## src/rtl/nfc_data_out_atom_if.sv

```systemverilog
// Signal bundle between the NAND write-data sequencer, its data source and the DQ/DQS PHY.
// The master side drives the requests and write data; the slave side is nfc_data_out_atom.
interface nfc_data_out_atom_if #(
    parameter int NumberOfWays = 4
);
    logic                    iStart;
    logic                    oReady;
    logic                    oLastStep;
    logic [NumberOfWays-1:0] iTargetWay;
    logic [15:0]             iNumOfData;
    logic [15:0]             iWriteData;
    logic                    iWriteLast;
    logic                    iWriteValid;
    logic                    oWriteReady;
    logic [15:0]             oPO_DQ;
    logic                    oPO_DQValid;
    logic                    oPO_DQOutEnable;
    logic                    oPO_DQSToggle;
    logic [NumberOfWays-1:0] oPO_ChipEnable;
    logic                    oLengthError;

    modport master (
        output iStart, iTargetWay, iNumOfData, iWriteData, iWriteLast, iWriteValid,
        input  oReady, oLastStep, oWriteReady, oPO_DQ, oPO_DQValid, oPO_DQOutEnable,
               oPO_DQSToggle, oPO_ChipEnable, oLengthError
    );

    modport slave (
        input  iStart, iTargetWay, iNumOfData, iWriteData, iWriteLast, iWriteValid,
        output oReady, oLastStep, oWriteReady, oPO_DQ, oPO_DQValid, oPO_DQOutEnable,
               oPO_DQSToggle, oPO_ChipEnable, oLengthError
    );
endinterface

```

## src/rtl/nfc_data_out_atom.sv

```systemverilog
// NAND DDR write-data sequencer: DQS preamble, byte-pair data burst, postamble, completion pulse.
// Define NFC_DOA_LENGTH_CHECK_EN to enable the sticky iWriteLast length-mismatch flag.
module nfc_data_out_atom #(
    parameter int NumberOfWays    = 4,
    parameter int PreambleCycles  = 2,
    parameter int PostambleCycles = 2
) (
    input  logic               iSystemClock,
    input  logic               iReset,
    nfc_data_out_atom_if.slave bus
);
    typedef enum logic [2:0] {IDLE, PREAMBLE, DATA, POSTAMBLE, DONE} state_t;

    localparam logic [15:0] PreLast  = 16'(PreambleCycles - 1);
    localparam logic [15:0] PostLast = 16'(PostambleCycles - 1);

    state_t                  state;
    state_t                  nextState;
    logic [15:0]             phaseCount;
    logic [16:0]             wordsLeft;
    logic [16:0]             startWords;
    logic [NumberOfWays-1:0] wayReg;
    logic                    oddLen;
    logic [15:0]             dq_p1;
    logic                    vld_p1;
    logic                    busy;
    logic                    accept;
    logic                    writeReady;
    logic                    xfer;
    logic                    lastWord;

    // An odd byte count leaves the final word's lower byte undefined, so it is forced to zero.
    function automatic logic [15:0] padFinalWord(input logic [15:0] word, input logic padLow);
        return padLow ? {word[15:8], 8'h00} : word;
    endfunction

    assign startWords = ({1'b0, bus.iNumOfData} + 17'd1) >> 1;
    assign busy       = (state == PREAMBLE) || (state == DATA) || (state == POSTAMBLE);
    assign accept     = (state == IDLE) && bus.iStart;
    assign writeReady = (state == DATA) && (wordsLeft != 17'd0);
    assign xfer       = writeReady && bus.iWriteValid;
    assign lastWord   = (wordsLeft == 17'd1);

    always_comb begin
        nextState = state;
        case (state)
            IDLE:      if (bus.iStart) nextState = (startWords == 17'd0) ? DONE : PREAMBLE;
            PREAMBLE:  if (phaseCount == PreLast) nextState = DATA;
            DATA:      if (xfer && lastWord) nextState = POSTAMBLE;
            POSTAMBLE: if (phaseCount == PostLast) nextState = DONE;
            DONE:      nextState = IDLE;
            default:   nextState = IDLE;
        endcase
    end

    always_ff @(posedge iSystemClock) begin
        if (iReset) begin
            state      <= IDLE;
            phaseCount <= 16'd0;
            wordsLeft  <= 17'd0;
        end else begin
            state      <= nextState;
            phaseCount <= ((state == PREAMBLE || state == POSTAMBLE) && nextState == state)
                          ? phaseCount + 16'd1 : 16'd0;
            if (accept)
                wordsLeft <= startWords;
            else if (xfer)
                wordsLeft <= wordsLeft - 17'd1;
        end
    end

    always_ff @(posedge iSystemClock) begin
        if (accept) begin
            wayReg <= bus.iTargetWay;
            oddLen <= bus.iNumOfData[0];
        end
    end

    // Stage p1: accepted word registered toward the PHY; DQS toggles only with a fresh word.
    always_ff @(posedge iSystemClock) begin
        if (iReset) begin
            dq_p1  <= 16'd0;
            vld_p1 <= 1'b0;
        end else begin
            vld_p1 <= xfer;
            if (xfer)
                dq_p1 <= padFinalWord(bus.iWriteData, oddLen && lastWord);
        end
    end

`ifdef NFC_DOA_LENGTH_CHECK_EN
    logic lengthError;

    // Flags a last marker on the wrong word or missing on the final one; never alters sequencing.
    always_ff @(posedge iSystemClock) begin
        if (iReset || accept)
            lengthError <= 1'b0;
        else if (xfer && (bus.iWriteLast != lastWord))
            lengthError <= 1'b1;
    end

    assign bus.oLengthError = lengthError;
`else
    logic unusedWriteLast;

    assign unusedWriteLast  = bus.iWriteLast;
    assign bus.oLengthError = 1'b0;
`endif

    assign bus.oReady          = (state == IDLE);
    assign bus.oLastStep       = (state == DONE);
    assign bus.oWriteReady     = writeReady;
    assign bus.oPO_DQ          = dq_p1;
    assign bus.oPO_DQValid     = vld_p1;
    assign bus.oPO_DQSToggle   = vld_p1;
    assign bus.oPO_DQOutEnable = busy;
    assign bus.oPO_ChipEnable  = busy ? wayReg : {NumberOfWays{1'b1}};
endmodule

```

## src/flat_wrapper.sv

```systemverilog
// flat-port wrapper written by rule: the top's interface ports become plain ports
module nfc_data_out_atom_flat 
#(
    parameter int NumberOfWays    = 4,
    parameter int PreambleCycles  = 2,
    parameter int PostambleCycles = 2
)
  (iSystemClock, iReset, bus_iStart, bus_iTargetWay, bus_iNumOfData, bus_iWriteData, bus_iWriteLast, bus_iWriteValid, bus_oReady, bus_oLastStep, bus_oWriteReady, bus_oPO_DQ, bus_oPO_DQValid, bus_oPO_DQOutEnable, bus_oPO_DQSToggle, bus_oPO_ChipEnable, bus_oLengthError);
  nfc_data_out_atom_if #(.NumberOfWays(NumberOfWays)) bus_i ();
  input  logic iSystemClock;
  input  logic iReset;
  input wire logic [$bits(bus_i.iStart)-1:0] bus_iStart;
  input wire logic [$bits(bus_i.iTargetWay)-1:0] bus_iTargetWay;
  input wire logic [$bits(bus_i.iNumOfData)-1:0] bus_iNumOfData;
  input wire logic [$bits(bus_i.iWriteData)-1:0] bus_iWriteData;
  input wire logic [$bits(bus_i.iWriteLast)-1:0] bus_iWriteLast;
  input wire logic [$bits(bus_i.iWriteValid)-1:0] bus_iWriteValid;
  output wire logic [$bits(bus_i.oReady)-1:0] bus_oReady;
  output wire logic [$bits(bus_i.oLastStep)-1:0] bus_oLastStep;
  output wire logic [$bits(bus_i.oWriteReady)-1:0] bus_oWriteReady;
  output wire logic [$bits(bus_i.oPO_DQ)-1:0] bus_oPO_DQ;
  output wire logic [$bits(bus_i.oPO_DQValid)-1:0] bus_oPO_DQValid;
  output wire logic [$bits(bus_i.oPO_DQOutEnable)-1:0] bus_oPO_DQOutEnable;
  output wire logic [$bits(bus_i.oPO_DQSToggle)-1:0] bus_oPO_DQSToggle;
  output wire logic [$bits(bus_i.oPO_ChipEnable)-1:0] bus_oPO_ChipEnable;
  output wire logic [$bits(bus_i.oLengthError)-1:0] bus_oLengthError;
  assign bus_i.iStart = bus_iStart;
  assign bus_i.iTargetWay = bus_iTargetWay;
  assign bus_i.iNumOfData = bus_iNumOfData;
  assign bus_i.iWriteData = bus_iWriteData;
  assign bus_i.iWriteLast = bus_iWriteLast;
  assign bus_i.iWriteValid = bus_iWriteValid;
  assign bus_oReady = bus_i.oReady;
  assign bus_oLastStep = bus_i.oLastStep;
  assign bus_oWriteReady = bus_i.oWriteReady;
  assign bus_oPO_DQ = bus_i.oPO_DQ;
  assign bus_oPO_DQValid = bus_i.oPO_DQValid;
  assign bus_oPO_DQOutEnable = bus_i.oPO_DQOutEnable;
  assign bus_oPO_DQSToggle = bus_i.oPO_DQSToggle;
  assign bus_oPO_ChipEnable = bus_i.oPO_ChipEnable;
  assign bus_oLengthError = bus_i.oLengthError;
  nfc_data_out_atom #(.NumberOfWays(NumberOfWays), .PreambleCycles(PreambleCycles), .PostambleCycles(PostambleCycles)) u_core (.iSystemClock(iSystemClock), .iReset(iReset), .bus(bus_i));
endmodule
```

## config.mk

```make
export PLATFORM = sky130hd
export DESIGN_NAME = nfc_data_out_atom_flat
export DESIGN_NICKNAME = d
export VERILOG_FILES = /design/src/rtl/nfc_data_out_atom_if.sv /design/src/rtl/nfc_data_out_atom.sv /design/src/flat_wrapper.sv
export SDC_FILE = /design/constraint.sdc
export NUM_CORES = 1
export LEC_CHECK = 0
export CAP_MARGIN = 10
export CORE_MARGIN = 5
export CORE_UTILIZATION = 40
export CTS_CLUSTER_DIAMETER = 40
export DETAILED_ROUTE_END_ITERATION = 6
export PLACE_DENSITY = 0.76
export SYNTH_ARGS = -nofsm -noshare
export SYNTH_HDL_FRONTEND = slang
export SYNTH_SLANG_ARGS = --single-unit
```

## constraint.sdc

```tcl
create_clock -name iSystemClock -period 6 [get_ports iSystemClock]
set_input_delay 0.6 -clock iSystemClock [delete_from_list [all_inputs] [get_ports iSystemClock]]
set_output_delay 0.6 -clock iSystemClock [all_outputs]
set_load 0.02 [all_outputs]
```

* Word-level counts from Yosys, hierarchy flattened
Cells that the tools add are included.
Word-level totals: bits in registers 58, bits in read-only memories 0, word-level logic and storage cells 44, bits in writable memories 0, memories 0, latch bits 0, bits of input ports 41
Cells by class: div/mod/pow operators 0, multipliers 0, shift-type cells 0, equality and inequality tests 7, reductions and logical operators 15, bitwise logic cells 1, add/subtract/negate cells 3, order comparisons 0, multiplexer cells 10
Operators by type and width (count):
- 16-bit two-way mux | 2
- 16-bit by 1-bit adder with 17-bit output, second input constant | 1
- 17-bit by 1-bit equality test with 1-bit output, second input constant | 1
- 17-bit logical NOT | 1
- 17-bit nonzero test | 1
- 17-bit by 1-bit subtractor with 17-bit output, second input constant | 1
- 16-bit by 1-bit adder with 16-bit output, second input constant | 1
- 16-bit by 1-bit equality test with 1-bit output, second input constant | 1
- 3-bit two-way mux | 5
- 3-bit one-hot mux with 4 select lines | 1
- 8-bit two-way mux | 1
- 3-bit by 2-bit equality test with 1-bit output, second input constant | 2
- 1-bit logical AND | 6
- 4-bit two-way mux | 1
- 2-bit OR reduction | 2
- 3-bit by 1-bit equality test with 1-bit output, second input constant | 1
- 3-bit equality test | 1
- 3-bit equality test, second input constant | 1
- 3-bit logical NOT | 1
- 1-bit logical OR | 3
- 2-bit nonzero test | 1
- 1-bit inverter | 1

* Logic depth before layout (Yosys ltp)
depth in word-level cells 10, depth in mapped cells 10

* Least setup slack after synthesis
Ideal clock, no wire load.
path kind flip-flop to flip-flop, start point reg u_core.wordsLeft[0], end point reg u_core.wordsLeft[9], setup slack 3.507 ns, data arrival time 2.408 ns, cell stages (with the launch flop) 10, buffers on the path 1, library setup time 0.086 ns, data required time 5.914 ns, period minus slack after synthesis 2.493 ns, cells stage by stage dfxtp_1 inv_1 ha_1 or4b_2 or4_4 and2_4 buf_6 and4b_1 xnor2_1 a211oi_1
On the way: word-level cells in the longest chain between the ends 4, elaborated cells on any way between the ends 7, those cells by class add/sub (1); mux (2); reduce/logical (4)
RTL lines:
- from (decl) | RTL line nfc_data_out_atom.sv:20 | logic [16:0] wordsLeft;
- from (signal assigned) | RTL line nfc_data_out_atom.sv:66 | wordsLeft <= startWords;
- from (signal assigned) | RTL line nfc_data_out_atom.sv:68 | wordsLeft <= wordsLeft - 17'd1;
- branches (longest 4 deep; another with 17-bit by 1-bit subtractor with 17-bit output)
Parallel ways; which one is timed is not known. The select of a mux whose other input is x is not followed. A chain may end at the register's enable or synchronous reset.

* Final worst setup path
start point reg u_core.wordsLeft[11], end point out bus_oWriteReady
On the way: word-level cells in the longest chain between the ends 2
RTL lines:
- 17-bit nonzero test | RTL line nfc_data_out_atom.sv:40 | assign writeReady = (state == DATA) && (wordsLeft != 17'd0);
- 1-bit logical AND | RTL line nfc_data_out_atom.sv:40
- to (decl) | RTL line flat_wrapper.sv:20 | output wire logic [$bits(bus_i.oWriteReady)-1:0] bus_oWriteReady;
Every way passes these cells.

==> impl_results.md <==
- Status: complete, no violations
- Fin crit period: about 3 ns
- Io pins: 68
- Synthesized Nets: ~400
- Synthesis-to-finish area growth: 28.4%
- Fin nets: 461
- Buf/Inv on CP: 1
- Via count: 2675
- Max-slew violations: 0
- Vias per std cell: slightly above 5
- Final setup fails: 0
- Clock Tree Buf Depth: 2
- FP Rows: 31
- Placer Congestion: 0.923
- Commonest non-fill, non-tap cell in the layout: clkdlybuf4s50_1
- Drt first pass iters: 4
- Post-CTS setup buffer count: 0
- Vias in the first global route: 2538
- CTS buffer count: 9
- 1st-iter DRT viols: 140
- First-pass GRT wire length: about 12 mm
- Commonest non-fill, non-tap cells in the layout: clkdlybuf4s50_1, dfxtp_1, nor2_1
- Critical Path Start Type: register
- R2R Setup Slk: 3.37 ns
- Max stage delay on crit path: just under 0.6 ns
- Main flop type after synthesis: dfxtp_1
- Max H-tree Level: 3
- Synthesized instance count: 354
- Post-route cell area: approximately 0.0039 mm²
- Worst Hold Endpoint: u_core.bus.oPO_DQ[9]
- Diodes inserted: 0
- Layout cells sized above 1: 0.0740
- Core area: 0.00733 mm²
- Initial antenna violation count: 0
- All-Layer GR Usage: 0.151
- TritonCTS sink count: 58
- Hold Worst Slack: 0.454 ns
- CTS Hold Bufs: 0
- Leakage: about 0.0013 µW
- Critical path type: reg2out
- Filler cells: 673
- Initial Util: 0.413
- Endpoints failing hold: 0
- FF-to-FF Start: u_core.wordsLeft[0]
- Seq/Total Area, Yosys: 0.400
- Crit-path cells: or4_4, or2_2, nor2_1, a31oi_1, clkdlybuf4s50_1
- Cell family with most CP delay: simple AND/OR/NAND/NOR gates
- Setup TNS: 0 ns
- Port Buffers: 65
- Ratio of final minimum period to clock period: 0.507
- Post-synth EDFFs: 5
- Capturing point of the worst reg2reg path: u_core.wordsLeft[9]
- DR WL/cell: 13.6 µm
- Achievable Freq: 0.329 GHz
- Reg clk slew, reported paths: 0.07 ns
- Worst VDD drop: 0.111 mV
- Worst-margin pin slew: 0.934 ns
- Synth Warn #: 0
- CTS tree: done
- Hold path startpoint: u_core.bus.oPO_DQ[9]
- Netlist cell types: 53
- Die area: approximately 0.0094 mm²
- Hold depth: 2
- Seq cells post-synth: 58
- Slew HR: 0.376
- Arrival time worst endpoint: 2.44 ns
- DRC: 0
- Unrepaired setup endpoints after global routing: no
- CP Capture Type: primary output
- CTS resizes: 0
- Total gr overflow: 0
- Ys async rst share: 0
- Crit Path Max Fanout: 7
- Syn avg cell area: between 8 and 9 µm²
- Fin Clk Skew: ~0.008 ns
- DP HPWL: between 5 and 6 mm
- Post-DRT Antenna Nets: 0
- WL final: 7.07 mm
- Root buf cell: clkbuf_8
- Worst EP required: 5.40 ns
- HP Class: reg2reg
- Pin count of the biggest net entering global routing: 32
- Max-Cap Viols: 0
- Die height: 97.0 µm
- Synthesized area: between 0.003 and 0.004 mm²
- Clk_lat worst skew: 0.34 ns
- Reg2Reg Depth: 8
- Die X: 97.0 µm
- Pwr Density: 220 mW/mm²
- Dpl cell area: 0.00372 mm²
- Crit-path slowest cell: clkdlybuf4s50_1
[metrics by stage]
step | instances | util | setup slack [ns] | total power (µW)
floorplan | 354 | - | 3.51 | 507
global placement | 502 | 0.508 | 2.83 | 560
detailed placement | 502 | 0.508 | 2.80 | 563
CTS | 518 | 0.530 | 2.92 | 867
global route | 518 | 0.530 | 2.82 | 897
finish | 518 | 0.530 | 2.96 | 855
[per-layer routing]
layer	up-vias	part of all wire	track usage
li1	1375	-	-
met1	1227	0.44	0.180
met2	59	0.49	0.256
met3	14	0.045	0.0396
met4	0	0.020	0.0648
met5	-	0	0
[state kept, by name, summed over array words and instances (netlist names)]
| register | cells |
|---|---|
| u_core.phaseCount | 16 |
| u_core.state | 3 |
| u_core.bus.oPO_DQ | 16 |
| u_core.wayReg | 4 |
| u_core.bus.oPO_DQSToggle | 1 |
| u_core.wordsLeft | 17 |
| u_core.oddLen | 1 |
[power by group]
part / internal, µW / switching (µW) / leakage [µW]
sequential: 406 / 13.3 / 0.000479
clock: 148 / 152 / 0.0000753
combinational: 67.3 / 68.5 / 0.000760
[synthesized netlist by cell type (3+ instances only)]
cell type | instances | share of area
a211oi_1 | 11 | 0.027
a21oi_1 | 13 | 0.021
a22o_1 | 8 | 0.023
a311oi_1 | 3 | 0.0087
a31oi_1 | 5 | 0.010
and2_1 | 3 | 0.0062
and3_1 | 5 | 0.010
clkbuf_1 | 12 | 0.015
dfxtp_1 | 53 | 0.35
edfxtp_1 | 5 | 0.050
ha_1 | 6 | 0.025
inv_1 | 9 | 0.011
nand2_1 | 34 | 0.042
nand3_1 | 11 | 0.018
nand4_1 | 8 | 0.017
nor2_1 | 41 | 0.051
nor3_1 | 17 | 0.028
nor3b_1 | 3 | 0.0074
nor4_1 | 8 | 0.017
o21ai_0 | 5 | 0.0083
o31ai_1 | 3 | 0.0074
or2_2 | 6 | 0.012
or3_1 | 5 | 0.010
or4_1 | 5 | 0.012
or4_4 | 3 | 0.011
xnor2_1 | 23 | 0.067
xor2_1 | 18 | 0.052
[cells by family after synthesis]
logic type	Yosys count	share of synthesized area
compound gates	59	0.136
buf+inv	27	0.0409
mux	1	0.00331
other cells	1	0.00124
fa+ha+maj	6	0.0248
simple gates	161	0.276
flops	58	0.400
xor+xnor	41	0.119
[tightest hold or removal path: cells and delay by family, from the launching register on]
| kind | cells | cell delay [ns] |
|---|---|---|
| AOI/OAI and AO/OA | 1 | 0.05 |
| and+or+nand+nor | 1 | 0.05 |
| DFF | 1 | 0.31 |
[how the worst max path moves through the flow]
| stage | startpoint | to | slack (ns) | depth (start not counted) |
|---|---|---|---|---|
| detailed placement | bus_iNumOfData[0] | u_core.state[2] | 2.80 | 7 |
| CTS | u_core.wordsLeft[11] | bus_oWriteReady | 2.92 | 5 |
| finish | u_core.wordsLeft[11] | bus_oWriteReady | 2.96 | 5 |
| global route | u_core.wordsLeft[4] | bus_oWriteReady | 2.82 | 4 |
| global placement | bus_iNumOfData[0] | u_core.state[2] | 2.83 | 7 |
| floorplan | u_core.wordsLeft[0] | u_core.wordsLeft[9] | 3.51 | 9 |
[layout make-up]
type,instances,area (µm²),share of cell area
multi-input combinational,269,1690,0.435
clock inverter,5,32.5,0.00837
timing repair buffer,66,658,0.169
sequential,58,1210,0.312
clock buffer,11,131,0.0338
tap,99,124,0.0319
inverter,10,37.5,0.00966
Note: power is estimated with default switching activity, not from simulation.
